File: config.mk
export PLATFORM = sky130hd
export DESIGN_NAME = ddr3_rx_lane_trainer
export DESIGN_NICKNAME = d
export VERILOG_FILES = /design/src/rtl/ddr3_rx_train_pkg.sv /design/src/rtl/ddr3_rx_pattern_match.sv /design/src/rtl/ddr3_rx_lane_trainer.sv
export SDC_FILE = /design/constraint.sdc
export NUM_CORES = 1
export LEC_CHECK = 0
export BUFFER_PORTS_ARGS = -buffer_cell sky130_fd_sc_hd__buf_2
export CORE_ASPECT_RATIO = 1.4
export CORE_MARGIN = 2
export CORE_UTILIZATION = 54
export CTS_BUF_LIST = sky130_fd_sc_hd__clkbuf_8 sky130_fd_sc_hd__clkbuf_16
export DETAILED_ROUTE_END_ITERATION = 10
export PLACE_DENSITY = 0.78
export SLEW_MARGIN = 5
export SYNTH_ARGS = -nofsm -noshare
export SYNTH_HDL_FRONTEND = slang
export SYNTH_SLANG_ARGS = --single-unit
export TNS_END_PERCENT = 5
File: constraint.sdc
create_clock -name FAB_CLK -period 2.2 [get_ports FAB_CLK]
set_input_delay 0.33 -clock FAB_CLK [delete_from_list [all_inputs] [get_ports FAB_CLK]]
set_output_delay 0.33 -clock FAB_CLK [all_outputs]
set_load 0.05 [all_outputs]
File: src/rtl/ddr3_rx_train_pkg.sv
// ddr3_rx_train_pkg
// Shared definitions for the DDR3 receive-lane trainer:
//   - train_state_e : trainer FSM states
//   - DEF_*         : default training parameters
//   - SLIP_MODULUS  : number of distinct word-boundary positions per tap
package ddr3_rx_train_pkg;

  typedef enum logic [2:0] {
    ST_IDLE   = 3'd0,
    ST_LOAD   = 3'd1,
    ST_SETTLE = 3'd2,
    ST_CHECK  = 3'd3,
    ST_SLIP   = 3'd4,
    ST_MOVE   = 3'd5,
    ST_DONE   = 3'd6,
    ST_ERR    = 3'd7
  } train_state_e;

  localparam logic [7:0] DEF_PATTERN       = 8'hA5;
  localparam int         DEF_MATCH_COUNT   = 16;
  localparam int         DEF_SETTLE_CYCLES = 8;
  localparam int         DEF_MAX_TAPS      = 128;

  // An 8:1 deserializer has 8 boundary positions; after the last one the
  // search gives up on the current tap and moves the delay line.
  localparam int         SLIP_MODULUS      = 8;
  localparam logic [2:0] SLIP_LAST         = 3'(SLIP_MODULUS - 1);

endpackage

File: src/rtl/ddr3_rx_pattern_match.sv
// ddr3_rx_pattern_match
// Training-pattern comparator with a consecutive-match counter.
// Ports:
//   clk, rst  : clock, asynchronous active-high reset
//   clear     : zero the consecutive-match counter (has priority)
//   enable    : a compare happens this cycle
//   data      : deserialized word to compare
//   match     : enabled compare equals PATTERN
//   mismatch  : enabled compare differs from PATTERN
//   lock      : this match is the MATCH_COUNT-th consecutive one
module ddr3_rx_pattern_match
  import ddr3_rx_train_pkg::*;
#(
  parameter logic [7:0] PATTERN     = DEF_PATTERN,
  parameter int         MATCH_COUNT = DEF_MATCH_COUNT
) (
  input  logic       clk,
  input  logic       rst,
  input  logic       clear,
  input  logic       enable,
  input  logic [7:0] data,
  output logic       match,
  output logic       mismatch,
  output logic       lock
);

  localparam logic [7:0] COUNT_LAST = 8'(MATCH_COUNT - 1);

  logic [7:0] count_q;
  logic [7:0] count_d;

  always_comb begin
    match    = enable && (data == PATTERN);
    mismatch = enable && (data != PATTERN);
    // Lock is declared on the final match itself, so a mismatch in that
    // cycle never locks.
    lock     = match && (count_q == COUNT_LAST);
    count_d  = count_q;
    if (clear) begin
      count_d = '0;
    end else if (enable) begin
      count_d = match ? count_q + 8'd1 : 8'd0;
    end
  end

  always_ff @(posedge clk or posedge rst) begin
    if (rst) begin
      count_q <= '0;
    end else begin
      count_q <= count_d;
    end
  end

endmodule

File: src/rtl/ddr3_rx_lane_trainer.sv
// ddr3_rx_lane_trainer
// Read-side training controller for one DDR3 byte lane. Searches word
// boundary (RX_BIT_SLIP) and sampling point (delay-line taps) until the
// deserialized word matches PATTERN MATCH_COUNT times in a row, then
// forwards read data with a valid flag.
// Ports:
//   FAB_CLK, ARST            : clock, asynchronous active-high reset
//   TRAIN_START              : start / restart from IDLE, DONE or ERR
//   RX_DATA                  : deserialized word from the IOD
//   DELAY_LINE_OUT_OF_RANGE  : IOD delay-line limit flag
//   RX_BIT_SLIP              : one-cycle slip pulse
//   DELAY_LINE_MOVE/DIRECTION: one-cycle tap move, direction 1 = increment
//   DELAY_LINE_LOAD          : one-cycle default-delay reload
//   RX_DATA_OUT/RX_DATA_VALID: registered data, valid while trained
//   TRAIN_DONE, TRAIN_ERR    : lock achieved / search exhausted
//   SLIP_COUNT, TAP_COUNT    : search position
module ddr3_rx_lane_trainer
  import ddr3_rx_train_pkg::*;
#(
  parameter logic [7:0] PATTERN       = DEF_PATTERN,
  parameter int         MATCH_COUNT   = DEF_MATCH_COUNT,
  parameter int         SETTLE_CYCLES = DEF_SETTLE_CYCLES,
  parameter int         MAX_TAPS      = DEF_MAX_TAPS
) (
  input  logic       FAB_CLK,
  input  logic       ARST,
  input  logic       TRAIN_START,
  input  logic [7:0] RX_DATA,
  input  logic       DELAY_LINE_OUT_OF_RANGE,
  output logic       RX_BIT_SLIP,
  output logic       DELAY_LINE_MOVE,
  output logic       DELAY_LINE_DIRECTION,
  output logic       DELAY_LINE_LOAD,
  output logic [7:0] RX_DATA_OUT,
  output logic       RX_DATA_VALID,
  output logic       TRAIN_DONE,
  output logic       TRAIN_ERR,
  output logic [2:0] SLIP_COUNT,
  output logic [7:0] TAP_COUNT
);

  localparam logic [7:0] SETTLE_LAST = 8'(SETTLE_CYCLES - 1);
  localparam logic [7:0] TAP_LIMIT   = 8'(MAX_TAPS);

  train_state_e state_q, state_d;
  logic [7:0]   settle_cnt_q, settle_cnt_d;
  logic [2:0]   slip_cnt_q, slip_cnt_d;
  logic [7:0]   tap_cnt_q, tap_cnt_d;
  logic [7:0]   rx_data_q;
  logic         slip_q, move_q, dir_q, load_q, done_q, err_q;

  logic pm_match, pm_mismatch, pm_lock;

  // Counter is held at zero outside CHECK, so every CHECK entry starts fresh.
  ddr3_rx_pattern_match #(
    .PATTERN     (PATTERN),
    .MATCH_COUNT (MATCH_COUNT)
  ) u_match (
    .clk      (FAB_CLK),
    .rst      (ARST),
    .clear    (state_q != ST_CHECK),
    .enable   (state_q == ST_CHECK),
    .data     (RX_DATA),
    .match    (pm_match),
    .mismatch (pm_mismatch),
    .lock     (pm_lock)
  );

  always_comb begin
    state_d      = state_q;
    settle_cnt_d = '0;
    slip_cnt_d   = slip_cnt_q;
    tap_cnt_d    = tap_cnt_q;
    unique case (state_q)
      ST_IDLE, ST_DONE, ST_ERR: begin
        if (TRAIN_START) begin
          state_d    = ST_LOAD;
          slip_cnt_d = '0;
          tap_cnt_d  = '0;
        end
      end
      ST_LOAD: state_d = ST_SETTLE;
      ST_SETTLE: begin
        if (DELAY_LINE_OUT_OF_RANGE) begin
          state_d = ST_ERR;
        end else if (settle_cnt_q == SETTLE_LAST) begin
          state_d = ST_CHECK;
        end else begin
          settle_cnt_d = settle_cnt_q + 8'd1;
        end
      end
      ST_CHECK: begin
        if (pm_lock) begin
          state_d = ST_DONE;
        end else if (pm_match) begin
          state_d = ST_CHECK;
        end else if (pm_mismatch) begin
          if (slip_cnt_q != SLIP_LAST) begin
            state_d    = ST_SLIP;
            slip_cnt_d = slip_cnt_q + 3'd1;
          end else begin
            // All boundary positions tried at this tap: advance the delay.
            state_d    = ST_MOVE;
            slip_cnt_d = '0;
            tap_cnt_d  = tap_cnt_q + 8'd1;
          end
        end
      end
      ST_SLIP: state_d = ST_SETTLE;
      ST_MOVE: begin
        // tap_cnt_q already holds the post-move tap here.
        if (DELAY_LINE_OUT_OF_RANGE || (tap_cnt_q == TAP_LIMIT)) begin
          state_d = ST_ERR;
        end else begin
          state_d = ST_SETTLE;
        end
      end
      default: state_d = ST_IDLE;
    endcase
  end

  // Outputs are decoded from the next state and registered, so each pulse
  // coincides exactly with the single cycle spent in its state.
  always_ff @(posedge FAB_CLK or posedge ARST) begin
    if (ARST) begin
      state_q      <= ST_IDLE;
      settle_cnt_q <= '0;
      slip_cnt_q   <= '0;
      tap_cnt_q    <= '0;
      rx_data_q    <= '0;
      slip_q       <= 1'b0;
      move_q       <= 1'b0;
      dir_q        <= 1'b0;
      load_q       <= 1'b0;
      done_q       <= 1'b0;
      err_q        <= 1'b0;
    end else begin
      state_q      <= state_d;
      settle_cnt_q <= settle_cnt_d;
      slip_cnt_q   <= slip_cnt_d;
      tap_cnt_q    <= tap_cnt_d;
      rx_data_q    <= RX_DATA;
      slip_q       <= (state_d == ST_SLIP);
      move_q       <= (state_d == ST_MOVE);
      dir_q        <= (state_d == ST_MOVE);
      load_q       <= (state_d == ST_LOAD);
      done_q       <= (state_d == ST_DONE);
      err_q        <= (state_d == ST_ERR);
    end
  end

  assign RX_BIT_SLIP          = slip_q;
  assign DELAY_LINE_MOVE      = move_q;
  assign DELAY_LINE_DIRECTION = dir_q;
  assign DELAY_LINE_LOAD      = load_q;
  assign RX_DATA_OUT          = rx_data_q;
  assign RX_DATA_VALID        = done_q;
  assign TRAIN_DONE           = done_q;
  assign TRAIN_ERR            = err_q;
  assign SLIP_COUNT           = slip_cnt_q;
  assign TAP_COUNT            = tap_cnt_q;

endmodule

==> Yosys cells after proc, flatten, opt, wreduce, memory -nomap -nowiden <==
Index checks and enable logic that the tools add are counted.
{ "word_totals": {"ff_bits": 43, "inputBits": 12, "output_inout_bits": 26, "word_cells": 77} }
{ "classes": {"n_addsub": 4, "n_eq_ne": 24, "n_mux": 27, "n_reduce_logical": 11} }
{ "ops": {"columns": ["op", "n"], "rows": [
  ["8-bit two-way mux", 11],
  ["3-bit two-way mux", 12],
  ["8-bit by 1-bit adder with 8-bit output (second input constant)", 3],
  ["3-bit == test (second input constant)", 8],
  ["8-bit == test (second input constant)", 2],
  ["8-bit one-hot mux with 2 select lines", 1],
  ["3-bit one-hot mux with 5 select lines", 1],
  ["2-bit != test (second input constant)", 5],
  ["8-bit by 3-bit == test with 1-bit output (second input constant)", 1],
  ["8-bit by 4-bit == test with 1-bit output (second input constant)", 1],
  ["8-bit != test (second input constant)", 1],
  ["3-bit by 1-bit == test with 1-bit output (second input constant)", 2],
  ["3-bit by 2-bit == test with 1-bit output (second input constant)", 2],
  ["3-bit one-hot mux with 2 select lines", 1],
  ["6-bit AND reduction", 1],
  ["5-bit AND reduction", 1],
  ["2-bit nonzero test", 2],
  ["3-bit by 1-bit adder with 3-bit output (second input constant)", 1],
  ["1-bit logical AND", 3],
  ["3-bit zero test", 1],
  ["3-bit by 2-bit != test with 1-bit output (second input constant)", 1],
  ["3-bit != test (second input constant)", 1],
  ["3-bit OR reduction", 1],
  ["2-bit OR reduction", 1],
  ["2 further kinds", 2]
]} }

==> Depth between registers and ports, before layout <==
Gate-level depths: netlist of the first run.
{ "depth": {"word_depth": 7, "mapped_depth": 7, "depth_no_buf": 7} }

==> Modules after synthesis <==
From an unflattened synthesis of the first run, not the netlist that was laid out.
{ "hier_totals": {"hier_cells": 213, "hier_area_um2": 2152.1} }
{ "by_module_without_submodules": {"columns": ["mod", "n_inst", "cells_per_inst", "area_each_um2", "seq_area_each_um2"], "rows": [
  ["ddr3_rx_lane_trainer", 1, 162, 1670.4, 875.8],
  ["ddr3_rx_pattern_match", 1, 51, 481.7, 200.2]
]} }

==> Worst setup path before layout of the first run <==
OpenSTA, ideal clock, no wires.
{ "synth_path": {"path_type": "register to register", "startpoint": "register slip_cnt_q[0] (netlist: SLIP_COUNT[0])", "endpoint": "register tap_cnt_q[0] (netlist: TAP_COUNT[0])", "setup_time_ns": 0.125, "arrival_time_ns": 1.899, "required_ns": 2.075, "slack_ns": 0.176, "stages_incl_launch_ff": 7, "path_buffers": 0, "period_less_slack_ns": 2.024, "path_cell_list": "dfrtp_1 -> ha_1 -> ha_1 -> nand3_1 -> a211oi_4 -> nor2_1 -> mux2_2"} }
{ "synth_via": {"elab_chain_len": 3} }
{ "synth_lines": {"columns": ["element", "line", "source"], "rows": [
  ["from (decl)", "ddr3_rx_lane_trainer.sv:47", "logic [2:0] slip_cnt_q, slip_cnt_d;"],
  ["from (signal assigned)", "ddr3_rx_lane_trainer.sv:140", "slip_cnt_q <= slip_cnt_d;"],
  ["3-bit != test", "ddr3_rx_lane_trainer.sv:98", "if (slip_cnt_q != SLIP_LAST) begin"],
  ["2-bit != test (no line)", null, null],
  ["6-bit AND reduction (no line)", null, null],
  ["to (signal assigned)", "ddr3_rx_lane_trainer.sv:141", "tap_cnt_q <= tap_cnt_d;"],
  ["to (decl)", "ddr3_rx_lane_trainer.sv:48", "logic [7:0] tap_cnt_q, tap_cnt_d;"]
]} }
No other way between the ends.
A chain may end at the register's enable or synchronous reset.

==> Worst setup path after layout of the first run <==
{ "layout_path": {"startpoint": "register slip_cnt_q[0] (netlist: SLIP_COUNT[0])", "endpoint": "register tap_cnt_q[4] (netlist: TAP_COUNT[4])"} }
The elaborated chain is that of the path after synthesis.

==> results.rst, run 1 <==
.. list-table::
   :header-rows: 1

   * - Metric
     - Value
   * - Clock Tree Root
     - sky130_fd_sc_hd__clkbuf_8
   * - Multiplexer share of the synthesized area
     - under 10%
   * - Biggest area contributors in the synthesized netlist
     - sky130_fd_sc_hd__dfrtp_1 (54%), sky130_fd_sc_hd__nor2_1 (5.4%), sky130_fd_sc_hd__ha_1 (3.8%)
   * - Area occupied by multi-input gates
     - 845.8 um^2
   * - Maximum number of pins on one net before global-route repair
     - 44
   * - Number of instances in the synthesized netlist
     - between 150 and 200
   * - CTS Sinks
     - 43
   * - Share of the synthesized area in compound gates (AO/OA/AOI/OAI)
     - approximately a tenth
   * - Port bufs
     - 37
   * - Source of the critical timing path
     - SLIP_COUNT[0]
   * - Filler cell count in the final layout
     - between 300 and 400
   * - Sequential cell area
     - ~1100 um^2
   * - Minimum period implied by the final worst setup slack
     - 1.966 ns
   * - Worst vdd rail ir drop
     - approximately 0.67 mV
   * - Maximum clock frequency
     - about 510 MHz
   * - Yosys synthesis warning count
     - 0
   * - Critical Path Source Type
     - flip-flop
   * - Die outline height
     - about 76 um
   * - Via count
     - about 1.5k
   * - Asr flop ratio synth
     - 100.0%
   * - Final TNS setup
     - 0 ns
   * - Die outline area
     - 4210 um^2
   * - Effective utilization at floorplan
     - ~55%
   * - Synth unique cells
     - 41
   * - Nets
     - roughly 250
   * - Max-Cap Viols
     - 0
   * - Grt total ovfl
     - 0
   * - Proportion of layout cells with a drive suffix above 1
     - a little over a quarter
   * - Initial antenna violation count
     - 0
   * - Cts hold-fix bufs
     - 0
   * - Global router's overall resource usage
     - 20.18%
   * - Number of buffers inserted to repair setup after CTS
     - 0
   * - Predominant post-synthesis flop cell
     - sky130_fd_sc_hd__dfrtp_1
   * - Initial DRT Pass Iterations
     - 4
   * - Cell depth of the worst flop-to-flop path
     - 7
   * - Final Max Slew Viols
     - 0
   * - Gp weighted congestion
     - 0.8154
   * - Count of state elements after synthesis
     - 43
   * - RSZ-0062 raised after global routing
     - false
   * - Mean instance size in the synthesized netlist
     - 10.57 um^2
   * - Part of the Yosys area used for sequential elements
     - between 50% and 60%
   * - Class of the most critical hold timing path
     - primary input to flip-flop
   * - Max stage delay cell, worst path
     - sky130_fd_sc_hd__a211oi_4
   * - Data arrival time of the worst path
     - between 2 and 2.5 ns
   * - Hold violation count in the final report
     - 0
   * - Series of cell instances along the critical path
     - ha_1 -> ha_1 -> nand3_1 -> a211oi_4 -> nor2_1 -> o21ai_0 -> o21ai_0
   * - Kind of critical path
     - flip-flop to flip-flop
   * - Num CTS Buffers
     - 5
   * - Critical path capture point type
     - flip-flop
   * - Required time reported for the critical path endpoint
     - between 2 and 2.5 ns
   * - Adder-Cell Fraction of Synth Area
     - between 3 and 4%
   * - Global-route wire length before repair
     - 6741 um
   * - Via/cell ratio
     - approximately 5.5
   * - Post-route antenna net violation count
     - 0
   * - ANT cells
     - 0
   * - Biggest area consumer among synthesized cells
     - sky130_fd_sc_hd__dfrtp_1
   * - Rows
     - 26
   * - Routed wire length
     - between 3000 and 4000 um
   * - P&R area growth vs syn
     - 16.78%
   * - Num ports
     - 38
   * - Clock tree from TritonCTS
     - built
   * - Capturing element of the worst setup path
     - TAP_COUNT[4]
   * - Post-Route Skew
     - 0.01055 ns
   * - Insertion delay of the later-clocked pin in the worst-skew pair
     - 0.29 ns
   * - First-iteration detailed-routing DRC count
     - 35
   * - Post-detailed-route wirelength per cell
     - between 10 and 15 um
   * - Area share of the leading cell type in the synthesized netlist
     - between 50% and 60%
   * - Startpoint of the most critical register-to-register path
     - SLIP_COUNT[0]
   * - Status
     - finished, final reports clean
   * - Worst hold-check slack
     - 0.1435 ns
   * - Final worst-path cycle share
     - between 80% and 90%
   * - Actual slew at the worst max-slew pin
     - 0.5388 ns
   * - Fraction of synthesized cell area in xor and xnor cells
     - 6.137%
   * - Leak
     - 1.156 nW
   * - DRC violations left
     - 0
   * - Area of the mapped netlist
     - 1998 um^2
   * - Max-Slew Margin vs Limit
     - 64.08%
   * - DIE WIDTH
     - about 55 um
   * - Vias in the first global route
     - 1489
   * - Total power density per cell area
     - between 900 and 1000 nW/um^2
   * - Count of H-tree levels built during CTS
     - 2
   * - Area of the core
     - between 3000 and 4000 um^2
   * - Largest family of logic cells by synthesized area
     - simple AND/OR/NAND/NOR gates
   * - Setup slack on the worst flop-to-flop path
     - 0.23 ns
   * - Simple logic cell fraction of the synthesized area
     - 21.92%
   * - Clock-pin slew of the registers on the worst-case setup and hold paths
     - about 0.08 ns
   * - Worst-path fanout max
     - 9
   * - Setup-violating endpoint count in the final report
     - 0
   * - EDFF count, synth
     - 0
   * - Net count of the mapped netlist
     - between 200 and 250
   * - Post-CTS sizing
     - 0
   * - Critical register-to-register path endpoint
     - TAP_COUNT[4]
   * - Number of buffers on the longest clock path
     - 2
   * - Delay of the slowest cell on the worst path
     - roughly 0.42 ns
   * - Post-detailed-placement half-perimeter wirelength
     - roughly 2800 um
==> how the worst min path moves through the flow <==
stage	to	slack [ns]	startpoint	cells past startpoint
finish	RX_DATA_OUT[6]	0.14	RX_DATA[6]	1
global route	RX_DATA_OUT[6]	0.14	RX_DATA[6]	1
CTS	RX_DATA_OUT[6]	0.14	RX_DATA[6]	1
detailed placement	RX_DATA_OUT[6]	0.45	RX_DATA[6]	1
global placement	u_match.count_q[0]	0.45	u_match.count_q[0]	1
floorplan	RX_DATA_OUT[0]	0.36	RX_DATA[0]	0
==> layout make-up <==
type                            count  share of cell area [%]
Multi-Input combinational cell    130                   36.25
Clock buffer                        6                   3.539
Tap cell                           42                   2.252
Sequential cell                    43                   46.11
Timing Repair Buffer               40                   8.901
Inverter                            9                   1.448
Clock inverter                      2                   1.501
==> routing by layer <==
layer | GRT usage [%] | routed length (um) | vias to the layer above
met2 | 35.48 | 2084 | 35
met4 | 8.537 | 83 | 0
li1 | - | - | 725
met1 | 23.80 | 1553 | 724
met5 | 0 | 0 | -
met3 | 3.735 | 128 | 9
==> sequential cells by signal, indices dropped and copies added, names as in the netlist <==
| signal | flops |
|---|---|
| DELAY_LINE_DIRECTION | 1 |
| TAP_COUNT | 8 |
| DELAY_LINE_LOAD | 1 |
| SLIP_COUNT | 3 |
| state_q | 3 |
| settle_cnt_q | 8 |
| RX_DATA_OUT | 8 |
| TRAIN_ERR | 1 |
| u_match.count_q | 8 |
| RX_BIT_SLIP | 1 |
| RX_DATA_VALID | 1 |
==> power by group <==
group,internal [mW],total [mW],switching [mW]
clock network,0.367,0.629,0.262
registers,0.870,0.954,0.0843
logic,0.215,0.699,0.484
==> worst max-delay path, delay by kind of cell, from the launching register on <==
kind	cells	cell delay [ns]
AOI/OAI and AO/OA	3	0.73
adders and majority gates	2	0.39
DFF	1	0.39
and+or+nand+nor	2	0.33
==> synthesized netlist by cell type (2+ instances only) <==
library cell / number
sky130_fd_sc_hd__nand3_1: 6
sky130_fd_sc_hd__xnor2_1: 6
sky130_fd_sc_hd__and4bb_2: 2
sky130_fd_sc_hd__nor2_1: 29
sky130_fd_sc_hd__xor2_1: 8
sky130_fd_sc_hd__o21ai_0: 11
sky130_fd_sc_hd__ha_1: 6
sky130_fd_sc_hd__nand2_1: 15
sky130_fd_sc_hd__o2111ai_1: 2
sky130_fd_sc_hd__nand4b_1: 2
sky130_fd_sc_hd__a21oi_1: 4
sky130_fd_sc_hd__or2_2: 2
sky130_fd_sc_hd__buf_4: 3
sky130_fd_sc_hd__and3_1: 8
sky130_fd_sc_hd__buf_2: 4
sky130_fd_sc_hd__inv_1: 9
sky130_fd_sc_hd__nor3_1: 4
sky130_fd_sc_hd__o21ai_1: 2
sky130_fd_sc_hd__mux2_2: 2
sky130_fd_sc_hd__dfrtp_1: 43
==> logic make-up after synthesis <==
kind of cell,count (synthesis)
fa+ha+maj,6
mux,2
buf+inv,16
xor+xnor,14
compound gates,27
flops,43
simple gates,81
==> cell usage in the layout (no fill, tap or decap), drive strengths merged, types with 2 or more instances in the layout <==
master	netlist	routed
xor2	8	8
xnor2	6	6
nor3	5	5
a21oi	4	4
dfrtp	43	43
clkbuf	0	6
or2	2	2
nand2	15	15
nand4b	2	2
and4bb	2	2
mux2	2	2
and3	9	9
o21ai	13	13
buf	7	40
nor2	29	29
ha	6	6
o2111ai	2	2
nor4	2	2
nand3	7	7
inv	9	9
==> metrics by stage <==
step | setup slack, ns | area [um^2] | cells | total power [mW] | util, %
CTS | 0.2504 | 2333 | 272 | 2.290 | 64.62
floorplan | 0.1763 | 1998 | 189 | 1.515 | -
finish | 0.2341 | 2333 | 272 | 2.282 | 64.62
global placement | 0.3112 | 2216 | 264 | 1.642 | 61.37
global route | 0.08073 | 2333 | 272 | 2.404 | 64.62
detailed placement | 0.2832 | 2216 | 264 | 1.664 | 61.37
Power figures use the tool's default switching activity.
==> run 2: changes to the inputs <==
--- a/config.mk
+++ b/config.mk
@@ -12,6 +12,7 @@
 export CTS_BUF_LIST = sky130_fd_sc_hd__clkbuf_8 sky130_fd_sc_hd__clkbuf_16
 export DETAILED_ROUTE_END_ITERATION = 10
 export PLACE_DENSITY = 0.78
+export RECOVER_POWER = 50
 export SLEW_MARGIN = 5
 export SYNTH_ARGS = -nofsm -noshare
 export SYNTH_HDL_FRONTEND = slang
==> run 2 against run 1 <==
- register-to-register slack about the same
- maximum frequency decreased by 0.23%
- clock skew is 0.00080 ns higher
- setup slack got worse by 0.0046 ns
- routed wire length is essentially flat
- critical endpoint unchanged
==> results.rst, run 2 (synthesis results as in run 1) <==
.. list-table::
   :header-rows: 1

   * - Metric
     - Value
   * - Status
     - finished, final reports clean
   * - Post-route antenna net violation count
     - 0 (unchanged)
   * - Nets
     - 247 (unchanged)
   * - Num ports
     - 38 (unchanged)
   * - Grt total ovfl
     - 0 (unchanged)
   * - Initial DRT Pass Iterations
     - 4 (unchanged)
   * - Worst-path fanout max
     - 9 (unchanged)
   * - Clock tree from TritonCTS
     - built
   * - Maximum number of pins on one net before global-route repair
     - 44 (unchanged)
   * - Num CTS Buffers
     - 5 (unchanged)
   * - Max stage delay cell, worst path
     - sky130_fd_sc_hd__a211oi_4
   * - Post-detailed-placement half-perimeter wirelength
     - 2758 um (unchanged)
   * - Insertion delay of the later-clocked pin in the worst-skew pair
     - 0.29 ns (about the same)
   * - Critical path capture point type
     - flip-flop
   * - Setup slack on the worst flop-to-flop path
     - 0.23 ns (about the same)
   * - Met3 Use GR
     - 3.735% (unchanged)
   * - Gp weighted congestion
     - 0.8154 (unchanged)
   * - Met2 track utilization from global routing
     - 35.48% (unchanged)
   * - Setup-violating endpoint count in the final report
     - 0 (unchanged)
   * - ANT cells
     - 0 (unchanged)
   * - Post-CTS sizing
     - 0 (unchanged)
   * - Proportion of layout cells with a drive suffix above 1
     - 23.91% (-2.6 points)
   * - Series of cell instances along the critical path
     - ha_1 -> ha_1 -> nand3_1 -> a211oi_4 -> nor2_1 -> o21ai_0 -> o21ai_0
   * - Cts hold-fix bufs
     - 0 (unchanged)
   * - Maximum clock frequency
     - 507.5 MHz (-0.23%)
   * - Clock-pin slew of the registers on the worst-case setup and hold paths
     - 0.08 ns (about the same)
   * - Die outline height
     - 75.98 um (unchanged)
   * - Required time reported for the critical path endpoint
     - 2.38 ns (about the same)
   * - Leading cell types in the layout, fill and taps excluded
     - sky130_fd_sc_hd__dfrtp_1 (43), sky130_fd_sc_hd__buf_2 (31), sky130_fd_sc_hd__nor2_1 (29)
   * - Global router's overall resource usage
     - 20.18% (unchanged)
   * - Count of H-tree levels built during CTS
     - 2 (unchanged)
   * - Number of buffers on the longest clock path
     - 2 (unchanged)
   * - Most common cell after layout, fill and taps aside
     - sky130_fd_sc_hd__dfrtp_1
   * - Hold violation count in the final report
     - 0 (unchanged)
   * - Cell depth of the worst flop-to-flop path
     - 7 (unchanged)
   * - Clock Tree Root
     - sky130_fd_sc_hd__clkbuf_8
   * - Global-route wire length before repair
     - 6741 um (unchanged)
   * - DIE WIDTH
     - 55.41 um (unchanged)
   * - Post-route core utilization
     - 64.35% (-0.28 points)
   * - Filler cell count in the final layout
     - 306 (+1.3%)
   * - Effective utilization at floorplan
     - 55.34% (unchanged)
   * - Die outline area
     - 4210 um^2 (unchanged)
   * - DRC violations left
     - 0 (unchanged)
   * - Max-Cap Viols
     - 0 (unchanged)
   * - Critical register-to-register path endpoint
     - TAP_COUNT[4]
   * - P&R area growth vs syn
     - 16.28%
   * - Routed wire length
     - 3851 um (about the same)
   * - Final Max Slew Viols
     - 0 (unchanged)
   * - Via/cell ratio
     - 5.460 (-0.54%)
   * - Minimum period implied by the final worst setup slack
     - 1.970 ns (+0.004571 ns)
   * - Worst vdd rail ir drop
     - 0.6650 mV (about the same)
   * - GRT Max-Usage Layer
     - met2
   * - Sequential cell area
     - 1076 um^2 (unchanged)
   * - Port bufs
     - 37 (unchanged)
   * - Delay of the slowest cell on the worst path
     - 0.43 ns (about the same)
   * - Global-route met1 utilization
     - 23.80% (unchanged)
   * - Data arrival time of the worst path
     - 2.15 ns (about the same)
   * - First-iteration detailed-routing DRC count
     - 39 (+11%)
   * - Actual slew at the worst max-slew pin
     - 1.048 ns (+0.5094 ns)
   * - Critical Path Source Type
     - flip-flop
   * - Rows
     - 26 (unchanged)
   * - Number of buffers inserted to repair setup after CTS
     - 0 (unchanged)
   * - Leak
     - 1.136 nW (-1.7%)
   * - Vias in the first global route
     - 1489 (unchanged)
   * - Via count
     - 1485 (-0.54%)
   * - Post-Route Skew
     - 0.01134 ns (+0.0007961 ns)
   * - Design Power
     - 2.279 mW (-0.14%)
   * - Area of the core
     - 3611 um^2 (unchanged)
   * - Post-detailed-route wirelength per cell
     - 14.16 um (about the same)
   * - Area occupied by multi-input gates
     - 845.8 um^2 (unchanged)
   * - Capturing element of the worst setup path
     - TAP_COUNT[4]
   * - Class of the most critical hold timing path
     - primary input to flip-flop
   * - Startpoint of the most critical register-to-register path
     - SLIP_COUNT[0]
   * - Final worst-path cycle share
     - 89.57% (+0.21 points)
   * - Source of the critical timing path
     - SLIP_COUNT[0]
   * - Initial antenna violation count
     - 0 (unchanged)
   * - Max-Slew Margin vs Limit
     - 30.12% (-34 points)
   * - Total power density per cell area
     - 980.7 nW/um^2 (+0.29%)
   * - CTS Sinks
     - 43 (unchanged)
   * - Final TNS setup
     - 0 ns (unchanged)
   * - Kind of critical path
     - flip-flop to flip-flop
   * - RSZ-0062 raised after global routing
     - false
run 2: cell types whose count changed in the layout (fill, tap and decap cells not counted):
cell and delta:
sky130_fd_sc_hd__clkbuf_1 +6, sky130_fd_sc_hd__clkbuf_2 +1, sky130_fd_sc_hd__buf_2 -6, sky130_fd_sc_hd__buf_4 -1
run 2: cell type report:
class / count / area share, %
clock buffers: 6 / 3.554
well taps: 42 / 2.262
clock inverters: 2 / 1.508
multi-input cells: 130 / 36.40
flip-flops and latches: 43 / 46.31
inverters: 9 / 1.454
repair buffers: 40 / 8.508
run 2: worst min path at each step:
stage | to | start | slack [ns] | cells past startpoint
after CTS | RX_DATA_OUT[6] | RX_DATA[6] | 0.14 | 1
after detailed placement | RX_DATA_OUT[6] | RX_DATA[6] | 0.45 | 1
after floorplan | RX_DATA_OUT[0] | RX_DATA[0] | 0.36 | 0
after global routing | RX_DATA_OUT[6] | RX_DATA[6] | 0.14 | 1
after global placement | u_match.count_q[0] | u_match.count_q[0] | 0.45 | 1
final | RX_DATA_OUT[6] | RX_DATA[6] | 0.14 | 1
run 2: stage by stage:
stage,worst slack [ns],instance area [um^2],instances,hold slack [ns]
floorplan,0.1763,1998,189,0.3614
finish,0.2295,2323,272,0.1428
CTS,0.2504,2333,272,0.1405
global route,0.08073,2323,272,0.1410
detailed placement,0.2832,2216,264,0.4497
global placement,0.3112,2216,264,0.4459
run 2: power by group:
part | switching, mW | leakage [nW] | internal [mW] | total, mW
registers | 0.0859 | 0.573 | 0.870 | 0.956
logic | 0.484 | 0.502 | 0.209 | 0.693
clock network | 0.263 | 0.0612 | 0.367 | 0.630
total | 0.833 | 1.14 | 1.45 | 2.28
run 2: per-layer routing:
metal | routed length, um | share of wire, % | up-vias
li1 | - | - | 724
met1 | 1562 | 41 | 716
met2 | 2054 | 53 | 36
met3 | 150 | 3.9 | 9
met4 | 83 | 2.2 | 0
met5 | 0 | 0 | -
run 2: worst max-delay path: cells and delay by family, from the launching register on:
family	cells	cell delay, ns
DFF	1	0.39
adders and majority gates	2	0.39
AOI/OAI and AO/OA	3	0.74
and+or+nand+nor	2	0.33
==> run 3: changes to the inputs <==
--- a/config.mk
+++ b/config.mk
@@ -8,10 +8,9 @@
 export BUFFER_PORTS_ARGS = -buffer_cell sky130_fd_sc_hd__buf_2
 export CORE_ASPECT_RATIO = 1.4
 export CORE_MARGIN = 2
-export CORE_UTILIZATION = 54
+export CORE_UTILIZATION = 25
 export CTS_BUF_LIST = sky130_fd_sc_hd__clkbuf_8 sky130_fd_sc_hd__clkbuf_16
 export DETAILED_ROUTE_END_ITERATION = 10
-export PLACE_DENSITY = 0.78
 export RECOVER_POWER = 50
 export SLEW_MARGIN = 5
 export SYNTH_ARGS = -nofsm -noshare
==> run 3 against run 2 <==
- count of clock-buffer cells in the layout is 1 higher
- global-route usage fell by 11 points
- core utilization shrank 34 points
- critical path depth fell by 1
- routed wire length fell by 3.2%
- non-clock buffer count unchanged
- combinational power is 3.2% lower
- hold slack better by 0.010 ns
- via count decreased by 1.7%
- flip-flop and latch count did not move
- setup slack gained 0.11 ns
==> results.rst, run 3 (synthesis results as in run 1) <==
.. list-table::
   :header-rows: 1

   * - Metric
     - Value
   * - Status
     - finished, final reports clean
   * - Minimum period implied by the final worst setup slack
     - 1.860 ns (-0.1110 ns)
   * - Num CTS Buffers
     - 5 (unchanged)
   * - Cell Count, Final, Fillers Out
     - 330 (+21%)
   * - Number of buffers inserted to repair setup after CTS
     - 0 (unchanged)
   * - Final Max Slew Viols
     - 0 (unchanged)
   * - Cell repeated most along the worst path
     - sky130_fd_sc_hd__ha_1
   * - Global-route wire length before repair
     - 6375 um (-5.4%)
   * - Via count
     - 1460 (-1.7%)
   * - Die outline height
     - 109.8 um (+44%)
   * - Hold Path Origin
     - RX_DATA[1]
   * - Post-route antenna net violation count
     - 0 (unchanged)
   * - Series of cell instances along the critical path
     - ha_1 -> ha_1 -> nand3_1 -> a211oi_4 -> nor2_1 -> mux2_2
   * - P&R area growth vs syn
     - 19.35%
   * - Via/cell ratio
     - 4.424 (-19%)
   * - Post-detailed-placement half-perimeter wirelength
     - 2785 um (+0.99%)
   * - Critical path capture point type
     - flip-flop
   * - Cts hold-fix bufs
     - 0 (unchanged)
   * - Routed wire length
     - 3728 um (-3.2%)
   * - Vias in the first global route
     - 1437 (-3.5%)
   * - Area occupied by multi-input gates
     - 845.8 um^2 (unchanged)
   * - Die outline area
     - 8734 um^2 (+110%)
   * - CTS Sinks
     - 43 (unchanged)
   * - Data arrival time of the worst path
     - 2.04 ns (-0.11 ns)
   * - Max-Slew Margin vs Limit
     - 32.52% (+2.4 points)
   * - Count of H-tree levels built during CTS
     - 2 (unchanged)
   * - Inst Count DP
     - 322 (+22%)
   * - Effective utilization at floorplan
     - 25.78% (-30 points)
   * - Critical Path Source Type
     - flip-flop
   * - Number of buffers on the longest clock path
     - 2 (unchanged)
   * - Worst vdd rail ir drop
     - 0.3785 mV (-43%)
   * - Class of the most critical hold timing path
     - primary input to flip-flop
   * - DRC violations left
     - 0 (unchanged)
   * - Design Power
     - 2.180 mW (-4.3%)
   * - ANT cells
     - 0 (unchanged)
   * - Post-Route Skew
     - 0.005179 ns (-0.006164 ns)
   * - Delay of the slowest cell on the worst path
     - 0.42 ns (about the same)
   * - Max-Cap Viols
     - 0 (unchanged)
   * - Leading cell types in the layout, fill and taps excluded
     - sky130_fd_sc_hd__dfrtp_1 (43), sky130_fd_sc_hd__buf_2 (33), sky130_fd_sc_hd__nor2_1 (29)
   * - Proportion of layout cells with a drive suffix above 1
     - 24.78% (+0.87 points)
   * - Total power density per cell area
     - 914.3 nW/um^2 (-6.8%)
   * - Most common cell after layout, fill and taps aside
     - sky130_fd_sc_hd__dfrtp_1
   * - Area of the core
     - 7750 um^2 (+110%)
   * - Max stage delay cell, worst path
     - sky130_fd_sc_hd__a211oi_4
   * - Rows
     - 38 (+46%)
   * - Gp weighted congestion
     - 0.8009 (-1.8%)
   * - Clock tree from TritonCTS
     - built
   * - Maximum number of pins on one net before global-route repair
     - 44 (unchanged)
   * - Filler cell count in the final layout
     - 793 (+160%)
   * - Global router's overall resource usage
     - 9.332% (-11 points)
   * - Worst-path fanout max
     - 9 (unchanged)
   * - Required time reported for the critical path endpoint
     - 2.38 ns (about the same)
   * - Nets
     - 247 (unchanged)
   * - RSZ-0062 raised after global routing
     - false
   * - Kind of critical path
     - flip-flop to flip-flop
   * - Initial DRT Pass Iterations
     - 4 (unchanged)
   * - Final worst-path cycle share
     - 84.52% (-5.0 points)
   * - Clock Tree Root
     - sky130_fd_sc_hd__clkbuf_8
   * - Port bufs
     - 37 (unchanged)
   * - Post-detailed-route wirelength per cell
     - 11.30 um (-20%)
   * - Initial antenna violation count
     - 0 (unchanged)
   * - Hold violation count in the final report
     - 0 (unchanged)
   * - Sequential cell area
     - 1076 um^2 (unchanged)
   * - Insertion delay of the later-clocked pin in the worst-skew pair
     - 0.29 ns (about the same)
   * - Setup-violating endpoint count in the final report
     - 0 (unchanged)
   * - Leak
     - 1.132 nW (-0.37%)
   * - DIE WIDTH
     - 79.56 um (+44%)
   * - Final TNS setup
     - 0 ns (unchanged)
   * - Actual slew at the worst max-slew pin
     - 1.012 ns (-0.03595 ns)
   * - Startpoint of the most critical register-to-register path
     - SLIP_COUNT[0]
   * - Clock-pin slew of the registers on the worst-case setup and hold paths
     - 0.08 ns (about the same)
   * - Post-CTS sizing
     - 0 (unchanged)
   * - Source of the critical timing path
     - SLIP_COUNT[0]
   * - Num ports
     - 38 (unchanged)
   * - Maximum clock frequency
     - 537.8 MHz (+6.0%)
   * - Grt total ovfl
     - 0 (unchanged)
   * - First-iteration detailed-routing DRC count
     - 91 (+130%)
[run 3: worst paths after layout]
path | slack, ns | to | depth (start not counted)
worst min register to register | 0.46 | u_match.count_q[0] | 1
max in group asynchronous | 1.23 | settle_cnt_q[6] | 3
min in group asynchronous | 0.35 | RX_DATA_OUT[1] | 3
worst max-delay path | 0.34 | TAP_COUNT[0] | 6
worst min-delay path | 0.15 | RX_DATA_OUT[1] | 1
worst max register to register | 0.34 | TAP_COUNT[0] | 6
[run 3: final cells by class]
cell class	count	share of cell area (%)
Sequential cell	43	45.12
Multi-Input combinational cell	130	35.47
Timing Repair Buffer	40	8.395
Tap cell	100	5.247
Clock buffer	7	4.040
Inverter	9	1.417
Clock inverter	1	0.3148
[run 3: power breakdown]
part / switching [mW] / leakage, nW / internal (mW)
clock: 0.258 / 0.0505 / 0.285
sequential: 0.0957 / 0.573 / 0.870
combinational: 0.460 / 0.509 / 0.212
[run 3: stage by stage]
stage          hold slack, ns  util, %  setup WS [ns]  area [um^2]
6_report               0.1531    30.77         0.3405         2385
5_1_grt                0.1363    30.77         0.1018         2385
4_1_cts                0.1467    30.87         0.3216         2392
3_3_place_gp           0.4496    29.53         0.3951         2288
3_5_place_dp           0.4503    29.53         0.3292         2288
2_1_floorplan          0.3614        -         0.1763         1998
[run 3: critical path: cells and delay by family (launching register included)]
| kind | cells | cell delay [ns] |
|---|---|---|
| compound gates | 1 | 0.42 |
| flops | 1 | 0.38 |
| fa+ha+maj | 2 | 0.36 |
| simple gates | 2 | 0.30 |
| mux | 1 | 0.29 |
[run 3: per-layer routing]
layer	up-vias	GRT usage, %	share of wire (%)
met5	-	0	0
met1	694	10.50	42
met3	6	2.874	6.2
met4	0	4.187	2.0
met2	36	16.09	50
li1	724	-	-
